==> src/rtl/goods_key_input_pkg.sv <==
// Shared vending-machine constants: one-hot main FSM state codes, timing limits
// and the goods selection encoding widths used by the display and the FSM.
package vending_pkg;

   localparam logic [5:0] IDLE      = 6'h01;
   localparam logic [5:0] GOODS_one = 6'h02;
   localparam logic [5:0] GOODS_two = 6'h04;
   localparam logic [5:0] PAYMENT   = 6'h08;
   localparam logic [5:0] CHANGE    = 6'h10;
   localparam logic [5:0] TEMP      = 6'h20;

   localparam logic [25:0] CNT_MAX     = 26'd49_999_999;
   localparam logic [19:0] DEB_CNT_MAX = 20'd999_999;

   localparam int GOODS_HIGH_W = 3;
   localparam int GOODS_LOW_W  = 3;
   localparam int GOODS_NUM_W  = 2;
   localparam int GOODS_SEL_W  = GOODS_HIGH_W + GOODS_LOW_W;

   // Conditioned key vector layout: [5:0] goods, then quantity, confirm, cancel.
   localparam int KEY_NUM         = GOODS_SEL_W + 3;
   localparam int KEY_NUM_IDX     = GOODS_SEL_W;
   localparam int KEY_CONFIRM_IDX = GOODS_SEL_W + 1;
   localparam int KEY_CANCEL_IDX  = GOODS_SEL_W + 2;

   // Isolates the lowest set bit, so the lowest pressed goods index wins.
   function automatic logic [GOODS_SEL_W-1:0] lowest_onehot(input logic [GOODS_SEL_W-1:0] v);
      return v & (~v + {{(GOODS_SEL_W-1){1'b0}}, 1'b1});
   endfunction

endpackage

==> src/rtl/goods_key_input_if.sv <==
// Goods selection bus from the front-panel input block to the display and main FSM.
interface goods_key_input_if;
   import vending_pkg::*;

   logic [GOODS_HIGH_W-1:0] goods_high;
   logic [GOODS_LOW_W-1:0]  goods_low;
   logic [GOODS_NUM_W-1:0]  goods_num;
   logic                    sel_valid;
   logic                    cancel_pulse;
   logic                    wake_pulse;

   modport master (
      output goods_high, goods_low, goods_num, sel_valid, cancel_pulse, wake_pulse
   );

   modport slave (
      input  goods_high, goods_low, goods_num, sel_valid, cancel_pulse, wake_pulse
   );

endinterface

==> src/rtl/goods_key_input_key_debounce.sv <==
// One button: 2-flop synchronizer, saturating stable-level counter, and a
// registered rising-edge pulse on the accepted level.
module key_debounce #(
   parameter logic [19:0] DEB_CNT_MAX = vending_pkg::DEB_CNT_MAX
) (
   input  logic sys_clk,
   input  logic sys_rst_n,
   input  logic key_in,
   output logic key_press
);

   logic        sync1_reg;
   logic        sync2_reg;
   logic        level_reg;
   logic        level_d_reg;
   logic [19:0] cnt_reg;

   always_ff @(posedge sys_clk or negedge sys_rst_n) begin
      if (!sys_rst_n) begin
         sync1_reg   <= 1'b0;
         sync2_reg   <= 1'b0;
         level_reg   <= 1'b0;
         level_d_reg <= 1'b0;
         cnt_reg     <= 20'd0;
         key_press   <= 1'b0;
      end else begin
         sync1_reg   <= key_in;
         sync2_reg   <= sync1_reg;
         level_d_reg <= level_reg;
         key_press   <= level_reg & ~level_d_reg;
         // Count only while the synced level disagrees with the accepted one.
         if (sync2_reg == level_reg) begin
            cnt_reg <= 20'd0;
         end else if (cnt_reg != DEB_CNT_MAX) begin
            cnt_reg <= cnt_reg + 20'd1;
         end else begin
            level_reg <= sync2_reg;
         end
      end
   end

endmodule

==> src/rtl/goods_key_input.sv <==
// Front-panel input block: debounces nine buttons and maintains the goods
// selection plus confirm / cancel / wake pulses according to the main FSM state.
module goods_key_input
   import vending_pkg::*;
#(
   parameter logic [19:0] DEB_CNT_MAX = vending_pkg::DEB_CNT_MAX
) (
   input  logic                   sys_clk,
   input  logic                   sys_rst_n,
   input  logic [5:0]             state,
   input  logic [GOODS_SEL_W-1:0] btn_sel,
   input  logic                   btn_num,
   input  logic                   btn_confirm,
   input  logic                   btn_cancel,
   goods_key_input_if.master      goods_if
);

   logic [KEY_NUM-1:0]      key_raw;
   logic [KEY_NUM-1:0]      key_press;
   logic [GOODS_SEL_W-1:0]  sel_onehot;
   logic                    sel_present;

   logic [GOODS_HIGH_W-1:0] goods_high_reg, goods_high_next;
   logic [GOODS_LOW_W-1:0]  goods_low_reg,  goods_low_next;
   logic [GOODS_NUM_W-1:0]  goods_num_reg,  goods_num_next;
   logic                    sel_valid_reg,  sel_valid_next;
   logic                    cancel_reg,     cancel_next;
   logic                    wake_reg,       wake_next;

   assign key_raw = {btn_cancel, btn_confirm, btn_num, btn_sel};

   generate
      for (genvar gi = 0; gi < KEY_NUM; gi++) begin : g_key
         key_debounce #(.DEB_CNT_MAX(DEB_CNT_MAX)) u_key_debounce (
            .sys_clk   (sys_clk),
            .sys_rst_n (sys_rst_n),
            .key_in    (key_raw[gi]),
            .key_press (key_press[gi])
         );
      end
   endgenerate

   assign sel_onehot  = lowest_onehot(key_press[GOODS_SEL_W-1:0]);
   assign sel_present = |{goods_high_reg, goods_low_reg};

   always_comb begin
      goods_high_next = goods_high_reg;
      goods_low_next  = goods_low_reg;
      goods_num_next  = goods_num_reg;
      sel_valid_next  = 1'b0;
      cancel_next     = 1'b0;
      wake_next       = 1'b0;
      if (state == IDLE) begin
         goods_high_next = '0;
         goods_low_next  = '0;
         goods_num_next  = '0;
         wake_next       = |key_press;
      end else if (state == GOODS_one || state == GOODS_two) begin
         // Strict priority; lower-priority presses in the same cycle are dropped.
         if (key_press[KEY_CANCEL_IDX]) begin
            goods_high_next = '0;
            goods_low_next  = '0;
            goods_num_next  = '0;
            cancel_next     = 1'b1;
         end else if (key_press[KEY_CONFIRM_IDX]) begin
            sel_valid_next = sel_present;
         end else if (|key_press[GOODS_SEL_W-1:0]) begin
            goods_low_next  = sel_onehot[GOODS_LOW_W-1:0];
            goods_high_next = sel_onehot[GOODS_SEL_W-1:GOODS_LOW_W];
            if (goods_num_reg == 2'd0) goods_num_next = 2'd1;
         end else if (key_press[KEY_NUM_IDX] && sel_present) begin
            goods_num_next = (goods_num_reg == 2'd3) ? 2'd1 : goods_num_reg + 2'd1;
         end
      end
   end

   always_ff @(posedge sys_clk or negedge sys_rst_n) begin
      if (!sys_rst_n) begin
         goods_high_reg <= '0;
         goods_low_reg  <= '0;
         goods_num_reg  <= '0;
         sel_valid_reg  <= 1'b0;
         cancel_reg     <= 1'b0;
         wake_reg       <= 1'b0;
      end else begin
         goods_high_reg <= goods_high_next;
         goods_low_reg  <= goods_low_next;
         goods_num_reg  <= goods_num_next;
         sel_valid_reg  <= sel_valid_next;
         cancel_reg     <= cancel_next;
         wake_reg       <= wake_next;
      end
   end

   assign goods_if.goods_high   = goods_high_reg;
   assign goods_if.goods_low    = goods_low_reg;
   assign goods_if.goods_num    = goods_num_reg;
   assign goods_if.sel_valid    = sel_valid_reg;
   assign goods_if.cancel_pulse = cancel_reg;
   assign goods_if.wake_pulse   = wake_reg;

endmodule
==> src/flat_wrapper.sv <==
// flat-port wrapper written by rule: the top's interface ports become plain ports
module goods_key_input_flat import vending_pkg::*;
#(
   parameter logic [19:0] DEB_CNT_MAX = vending_pkg::DEB_CNT_MAX
)
  (sys_clk, sys_rst_n, state, btn_sel, btn_num, btn_confirm, btn_cancel, goods_if_goods_high, goods_if_goods_low, goods_if_goods_num, goods_if_sel_valid, goods_if_cancel_pulse, goods_if_wake_pulse);
  goods_key_input_if goods_if_i ();
  input  logic sys_clk;
  input  logic sys_rst_n;
  input  logic [5:0] state;
  input  logic [GOODS_SEL_W-1:0] btn_sel;
  input  logic btn_num;
  input  logic btn_confirm;
  input  logic btn_cancel;
  output wire logic [$bits(goods_if_i.goods_high)-1:0] goods_if_goods_high;
  output wire logic [$bits(goods_if_i.goods_low)-1:0] goods_if_goods_low;
  output wire logic [$bits(goods_if_i.goods_num)-1:0] goods_if_goods_num;
  output wire logic [$bits(goods_if_i.sel_valid)-1:0] goods_if_sel_valid;
  output wire logic [$bits(goods_if_i.cancel_pulse)-1:0] goods_if_cancel_pulse;
  output wire logic [$bits(goods_if_i.wake_pulse)-1:0] goods_if_wake_pulse;
  assign goods_if_goods_high = goods_if_i.goods_high;
  assign goods_if_goods_low = goods_if_i.goods_low;
  assign goods_if_goods_num = goods_if_i.goods_num;
  assign goods_if_sel_valid = goods_if_i.sel_valid;
  assign goods_if_cancel_pulse = goods_if_i.cancel_pulse;
  assign goods_if_wake_pulse = goods_if_i.wake_pulse;
  goods_key_input #(.DEB_CNT_MAX(DEB_CNT_MAX)) u_core (.sys_clk(sys_clk), .sys_rst_n(sys_rst_n), .state(state), .btn_sel(btn_sel), .btn_num(btn_num), .btn_confirm(btn_confirm), .btn_cancel(btn_cancel), .goods_if(goods_if_i));
endmodule
==> config.mk <==
export PLATFORM = sky130hd
export DESIGN_NAME = goods_key_input_flat
export DESIGN_NICKNAME = d
export VERILOG_FILES = /design/src/rtl/goods_key_input_pkg.sv /design/src/rtl/goods_key_input_if.sv /design/src/rtl/goods_key_input_key_debounce.sv /design/src/rtl/goods_key_input.sv /design/src/flat_wrapper.sv
export SDC_FILE = /design/constraint.sdc
export NUM_CORES = 1
export LEC_CHECK = 0
export CAP_MARGIN = 25
export CORE_MARGIN = 5
export CORE_UTILIZATION = 60
export DETAILED_ROUTE_END_ITERATION = 8
export PLACE_DENSITY = 0.78
export RECOVER_POWER = 100
export SYNTH_ARGS = -nofsm -noshare
export SYNTH_HDL_FRONTEND = slang
export SYNTH_SLANG_ARGS = --single-unit
==> constraint.sdc <==
create_clock -name sys_clk -period 2.5 [get_ports sys_clk]
set_input_delay 0.25 -clock sys_clk [delete_from_list [all_inputs] [get_ports sys_clk]]
set_output_delay 0.25 -clock sys_clk [all_outputs]
set_load 0.005 [all_outputs]
==> results of run 1 <==
==> layer usage <==
metal	vias up	track usage (%)	wire, um
met2	132	33.2	9660
li1	3814	-	-
met5	-	0	0
met3	36	2.51	624
met4	0	5.15	471
met1	3846	28.2	9440
==> synth_stat cells, drive strengths merged, types with 6 or more instances <==
master / n
o21ai: 16
a31oi: 16
nand3: 63
or4: 10
a21oi: 20
xnor2: 46
mux2i: 8
o211ai: 6
nor3: 33
nand4: 41
nand2: 101
and4: 11
mux2: 9
dfrtp: 236
nor4b: 11
or3: 9
nor2b: 9
ha: 11
and3: 25
and2: 7
nor2: 188
xor2: 95
nor4: 22
clkbuf: 17
inv: 14
==> logic make-up after synthesis <==
logic type / count (synthesis) / synth area share (%)
AND/OR/NAND/NOR: 551 / 25.6
flip-flops: 236 / 54.5
XOR/XNOR: 141 / 11.4
AO/OA/AOI/OAI: 75 / 4.21
buffers and inverters: 34 / 1.28
multiplexers: 17 / 1.71
adder cells (fa/ha/maj): 11 / 1.27
==> per-stage QoR <==
| stage | cell area (um^2) | utilization, % | std cells |
|---|---|---|---|
| floorplan | 10800 | - | 1065 |
| global placement | 11500 | 64.2 | 1321 |
| detailed placement | 11500 | 64.2 | 1321 |
| CTS | 12400 | 69.0 | 1368 |
| global route | 12300 | 68.6 | 1369 |
| finish | 12300 | 68.6 | 1369 |
==> worst max-delay path by stage <==
stage | end | slack [ps] | depth (start not counted)
2_1_floorplan | u_core.g_key[1].u_key_debounce.level_reg | 610 | 5
3_3_place_gp | u_core.goods_if.goods_low[2] | 90 | 5
3_5_place_dp | u_core.goods_if.goods_high[1] | 10 | 5
4_1_cts | u_core.goods_if.goods_low[2] | 340 | 4
5_1_grt | u_core.g_key[6].u_key_debounce.level_reg | 160 | 5
6_report | u_core.g_key[6].u_key_debounce.level_reg | 290 | 5
==> where the power goes <==
part | switching, W | leakage, nW | total, W | internal [W]
combinational | 0.000172 | 1.74 | 0.000262 | 0.0000899
sequential | 0.0000546 | 3.22 | 0.00393 | 0.00387
clock | 0.00146 | 0.411 | 0.00367 | 0.00221
total | 0.00169 | 5.37 | 0.00786 | 0.00618
==> cell type report <==
type | count | area, um^2
clock buffer | 36 | 759
timing repair buffer | 49 | 438
sequential | 236 | 5910
multi-input combinational | 795 | 4760
clock inverter | 10 | 82.6
tap | 229 | 287
inverter | 14 | 52.6
fill | 1352 | 5610
==> timing repair <==
item                                   4_1_cts  5_1_grt
gates resized for setup                      0        0
setup endpoints to repair                    0        0
endpoints found under the hold margin       53        0
setup buffers                                0        0
hold buffers                                 1        0
==> metrics.csv, run 1 <==
stage,metric,value,unit
clocking,H-Tree Depth,1,
placement,Place WS,10.4,ps
yosys,"EDFF count, synth",0,
timing,setup violators final,0,
timing,Worst Skew,10.2,ps
timing,hold slack,286,ps
grt,number of global-route vias before repair,7537,
job,Max-Cap Viols,0,
worst_setup_path,FF-to-FF setup slack,290,ps
pwr,Design Power,0.00786,W
clocking,Num CTS Buffers,26,
worst_hold_path,worst hold path type,in2reg,
worst_setup_path,timing startpoint of the critical path,u_core.g_key[6].u_key_debounce.cnt_reg[0],
floorplan,die area,0.0208,mm^2
timing,Final Hold Vio Count,0,
worst_setup_path,crit-path max FO,10,
yosys,Synth async-reset ratio,100,%
drt,Via density,5.72,
worst_setup_path,Reg2Reg Depth,5,
drt,Wirelength per Cell,14.7,um
timing,total negative slack,0,ps
final_layout,diodes inserted,0,
placement,GP Congestion,0.855,
floorplan,core area,0.0179,mm^2
grt,initial antenna violation count,0,
grt,GR Overflow Total,0,
placement,Post-DP HPWL,13300,um
yosys,Cells after Synth,1065,
yosys,register area share after synthesis,54.5,%
drt,DRT iter0 DRCs,532,
floorplan,Std-Cell Rows,49,
timing,worst slew pin tran,1460,ps
final_layout,final net count,1150,
timing,unrepaired setup endpoints after global routing,false,
yosys,Yosys cell types,57,
drt,number of remaining DRC errors,0,
clocking,worst-case clock buffer depth,3,
timing,Peak Freq,453,MHz
worst_setup_path,CP Cell Sequence,"ha_1, nand2_1, or2_2, nor3_2, mux2_2",
pwr,peak supply drop,0.564,mV
worst_setup_path,CP endpoint kind,register,
worst_setup_path,CP bufs+invs,0,
worst_setup_path,FF-to-FF Start,u_core.g_key[6].u_key_debounce.cnt_reg[0],
floorplan,initial core utilization,60.5,%
run_status,outcome,finished clean,
clocking,Sink Count,236,
timing,min Tclk post-route,2210,ps
grt,largest net degree at the start of global routing,62,
yosys,syn avg cell area,10.2,um^2
yosys,"Warnings, synthesis",0,
timing,max-slew violation count,0,
yosys,Synthesized Nets,1093,
yosys,Synth top area share,54.5,%
drt,total wire length,20200,um
timing,Max transition margin,2.64,%
worst_hold_path,Min-Delay Path Depth,1,
yosys,"flops & latches, synth",236,
worst_hold_path,hold endpoint,u_core.g_key[3].u_key_debounce.sync1_reg,
drt,Vias,7828,
yosys,Yosys top cell by area,dfrtp_1,
clocking,CTS root buf,clkbuf_16,
worst_setup_path,Worst path max stage delay,610,ps
worst_setup_path,CP arrival,2600,ps
drt,Initial DRT Pass Iterations,6,
floorplan,die height,144,um
final_layout,Layout Area Growth over Synthesis,13.4,%
floorplan,Die W,144,um
clocking,"Reg clk slew, reported paths",60,ps
yosys,top_reg_cell synth,dfrtp_1,
drt,ANT nets after route,0,
clocking,worst-skew pair later-pin latency,520,ps
grt,GRT Total Usage,20.0,%
worst_setup_path,r2r endpoint,u_core.g_key[6].u_key_debounce.level_reg,
floorplan,top-level I/O count,28,
worst_setup_path,Setup crit start kind,register,
worst_setup_path,"slowest stage cell, crit path",nor3_2,
final_layout,Largest register FFs,180,
timing,fin crit share,88.3,%
timing,final worst slack,293,ps
placement,number of buffers added on ports,27,
pwr,leak pwr,5.37,nW
worst_hold_path,HP Start,btn_sel[3],
final_layout,layout cells sized above 1,6.58,%
grt,first-pass GRT wire length,35000,um
worst_setup_path,Top delay family on crit path,simple AND/OR/NAND/NOR gates,
pwr,pwr dens,640,mW/mm^2
worst_setup_path,Crit Path Class,reg2reg,
clocking,CTS tree,done,
final_layout,most frequent cells in the layout,"236 x dfrtp_1, 188 x nor2_1, 101 x nand2_1",
final_layout,"commonest non-fill, non-tap cell in the layout",dfrtp_1,
yosys,Syn Std Cell Area,0.0108,mm^2
worst_setup_path,Worst EP required,2890,ps
yosys,largest cells by area after synthesis,"dfrtp_1 55%, xor2_1 7.7%, nor2_1 6.5%",
No activity file was read; power rests on OpenSTA's default activity.
==> run 2: changes to the inputs <==
Settings changed: SKIP_LAST_GASP set to 1.
==> results of run 2 <==
No change in the layout: final DEF, timing and power equal those of run 1.
==> run 3: changes to the inputs <==
Settings changed: CORE_ASPECT_RATIO set to 1.75.
==> run 3 against run 2 <==
Effect of this change: the run now ends with capacitance limit, slew limit left; wire length shrank 1.4%; critical path depth is the same; fmax shrank 1.9%; via count shrank 0.24%; sequential share of layout area grew 0.12 points; sequential cell count is the same; worst hold slack gained 17 ps; register-to-register slack lost 40 ps; core utilization shrank 0.13 points; largest power group unchanged.
==> metrics.csv, run 3 (synthesis results as in run 1) <==
stage,metric,value,unit
run_status,outcome,finished with violations,
run_status,failing checks,"capacitance limit, slew limit",
drt,Wirelength per Cell,14.5,um
worst_setup_path,Setup crit start kind,register,
final_layout,diodes inserted,0,
pwr,peak supply drop,0.578,mV
worst_setup_path,Crit Path Class,reg2reg,
drt,Vias,7809,
clocking,"Reg clk slew, reported paths",60,ps
timing,Max transition margin,-15.2,%
drt,DRT iter0 DRCs,319,
placement,placed instance area,0.0115,mm^2
timing,Worst Skew,6.79,ps
worst_setup_path,CP endpoint kind,register,
placement,Post-DP HPWL,13400,um
floorplan,core area,0.0179,mm^2
grt,GR Overflow Total,0,
timing,min Tclk post-route,2250,ps
worst_setup_path,crit-path max FO,6,
worst_setup_path,Reg2Reg Depth,5,
final_layout,Largest register FFs,180,
clocking,CTS tree,done,
timing,total negative slack,0,ps
drt,Initial DRT Pass Iterations,5,
drt,number of remaining DRC errors,0,
pwr,leak pwr,5.35,nW
clocking,# resized after CTS,0,
timing,Peak Freq,445,MHz
floorplan,Std-Cell Rows,65,
drt,ANT nets after route,0,
drt,Via density,5.69,
worst_setup_path,timing startpoint of the critical path,u_core.g_key[5].u_key_debounce.cnt_reg[5],
floorplan,initial core utilization,60.6,%
floorplan,die area,0.0210,mm^2
clocking,CTS root buf,clkbuf_16,
worst_setup_path,CP arrival,2620,ps
final_layout,layout cells sized above 1,6.15,%
grt,first-pass GRT wire length,36100,um
placement,number of buffers added on ports,27,
clocking,H-Tree Depth,1,
pwr,Design Power,0.00785,W
worst_hold_path,Min-Delay Path Depth,1,
grt,initial antenna violation count,0,
clocking,# Post-CTS Setup Buffers,0,
placement,GP Congestion,0.833,
pwr,pwr dens,640,mW/mm^2
timing,max-slew violation count,77,
worst_setup_path,r2r endpoint,u_core.g_key[5].u_key_debounce.cnt_reg[17],
clocking,worst-case clock buffer depth,3,
floorplan,top-level I/O count,28,
grt,largest net degree at the start of global routing,78,
worst_hold_path,hold endpoint,u_core.g_key[7].u_key_debounce.sync1_reg,
floorplan,Die W,112,um
worst_setup_path,FF-to-FF setup slack,250,ps
timing,fin crit share,90.0,%
clocking,Num CTS Buffers,22,
timing,Final Hold Vio Count,0,
final_layout,Layout Area Growth over Synthesis,13.1,%
floorplan,die height,188,um
clocking,Sink Count,236,
grt,number of global-route vias before repair,8045,
timing,hold slack,303,ps
timing,unrepaired setup endpoints after global routing,false,
clocking,worst-skew pair later-pin latency,500,ps
worst_setup_path,FF-to-FF Start,u_core.g_key[5].u_key_debounce.cnt_reg[5],
worst_hold_path,HP Start,btn_confirm,
timing,setup violators final,0,
final_layout,final net count,1151,
worst_setup_path,Worst EP required,2870,ps
drt,total wire length,19900,um
final_layout,most frequent cells in the layout,"236 x dfrtp_1, 188 x nor2_1, 101 x nand2_1",
grt,GRT Total Usage,19.9,%
final_layout,Fillers,1372,
job,Max-Cap Viols,1,
final_layout,post-layout util,68.5,%
timing,worst slew pin tran,1730,ps
final_layout,Finished Cell Area,0.0123,mm^2
worst_hold_path,worst hold path type,in2reg,
final_layout,"commonest non-fill, non-tap cell in the layout",dfrtp_1,
## run 3: metrics by stage
stage                     setup slack, ps  cells
after floorplan                       613   1065
after global placement                242   1332
after detailed placement              222   1332
after CTS                             371   1373
after global routing                  118   1373
final                                 250   1373
## run 3: worst max-delay path by stage
stage	end	cells past startpoint	slack [ps]
after detailed placement	u_core.goods_if.goods_low[1]	5	220
final	u_core.g_key[5].u_key_debounce.cnt_reg[17]	5	250
after CTS	u_core.goods_if.goods_low[1]	4	370
after global routing	u_core.g_key[4].u_key_debounce.cnt_reg[1]	3	120
after global placement	u_core.goods_if.goods_low[0]	5	240
after floorplan	u_core.g_key[1].u_key_debounce.level_reg	5	610
## run 3: critical path: stages (launching register included)
cell,delay [ps]
dfrtp_1,440
nand4_1,230
nor4b_1,930
nand3_1,240
xor2_1,220
nor2_1,60
## run 3: timing repair
action                                  4_1_cts  5_1_grt
hold endpoints to repair                     72        0
endpoints found under the setup margin        0        0
hold buffers                                  1        0
## run 3: per-layer routing
metal / GRT usage, % / vias to the layer above / routed length (um)
li1: - / 3809 / -
met1: 24.0 / 3833 / 8080
met2: 36.9 / 124 / 10800
met3: 2.58 / 43 / 625
met4: 6.14 / 0 / 415
met5: 0 / - / 0
## run 3: final cells by class
cell class	count	area [um^2]	area share, %
clock inverter	13	201	1.64
multi-input combinational	795	4750	38.8
timing repair buffer	54	442	3.60
inverter	14	52.6	0.429
clock buffer	27	611	4.98
sequential	236	5910	48.2
tap	234	293	2.39
## run 3: power breakdown
group	leakage (nW)	internal (W)	total (W)	switching, W
logic	1.74	0.0000874	0.000256	0.000168
clock network	0.391	0.00226	0.00367	0.00141
registers	3.22	0.00387	0.00392	0.0000533
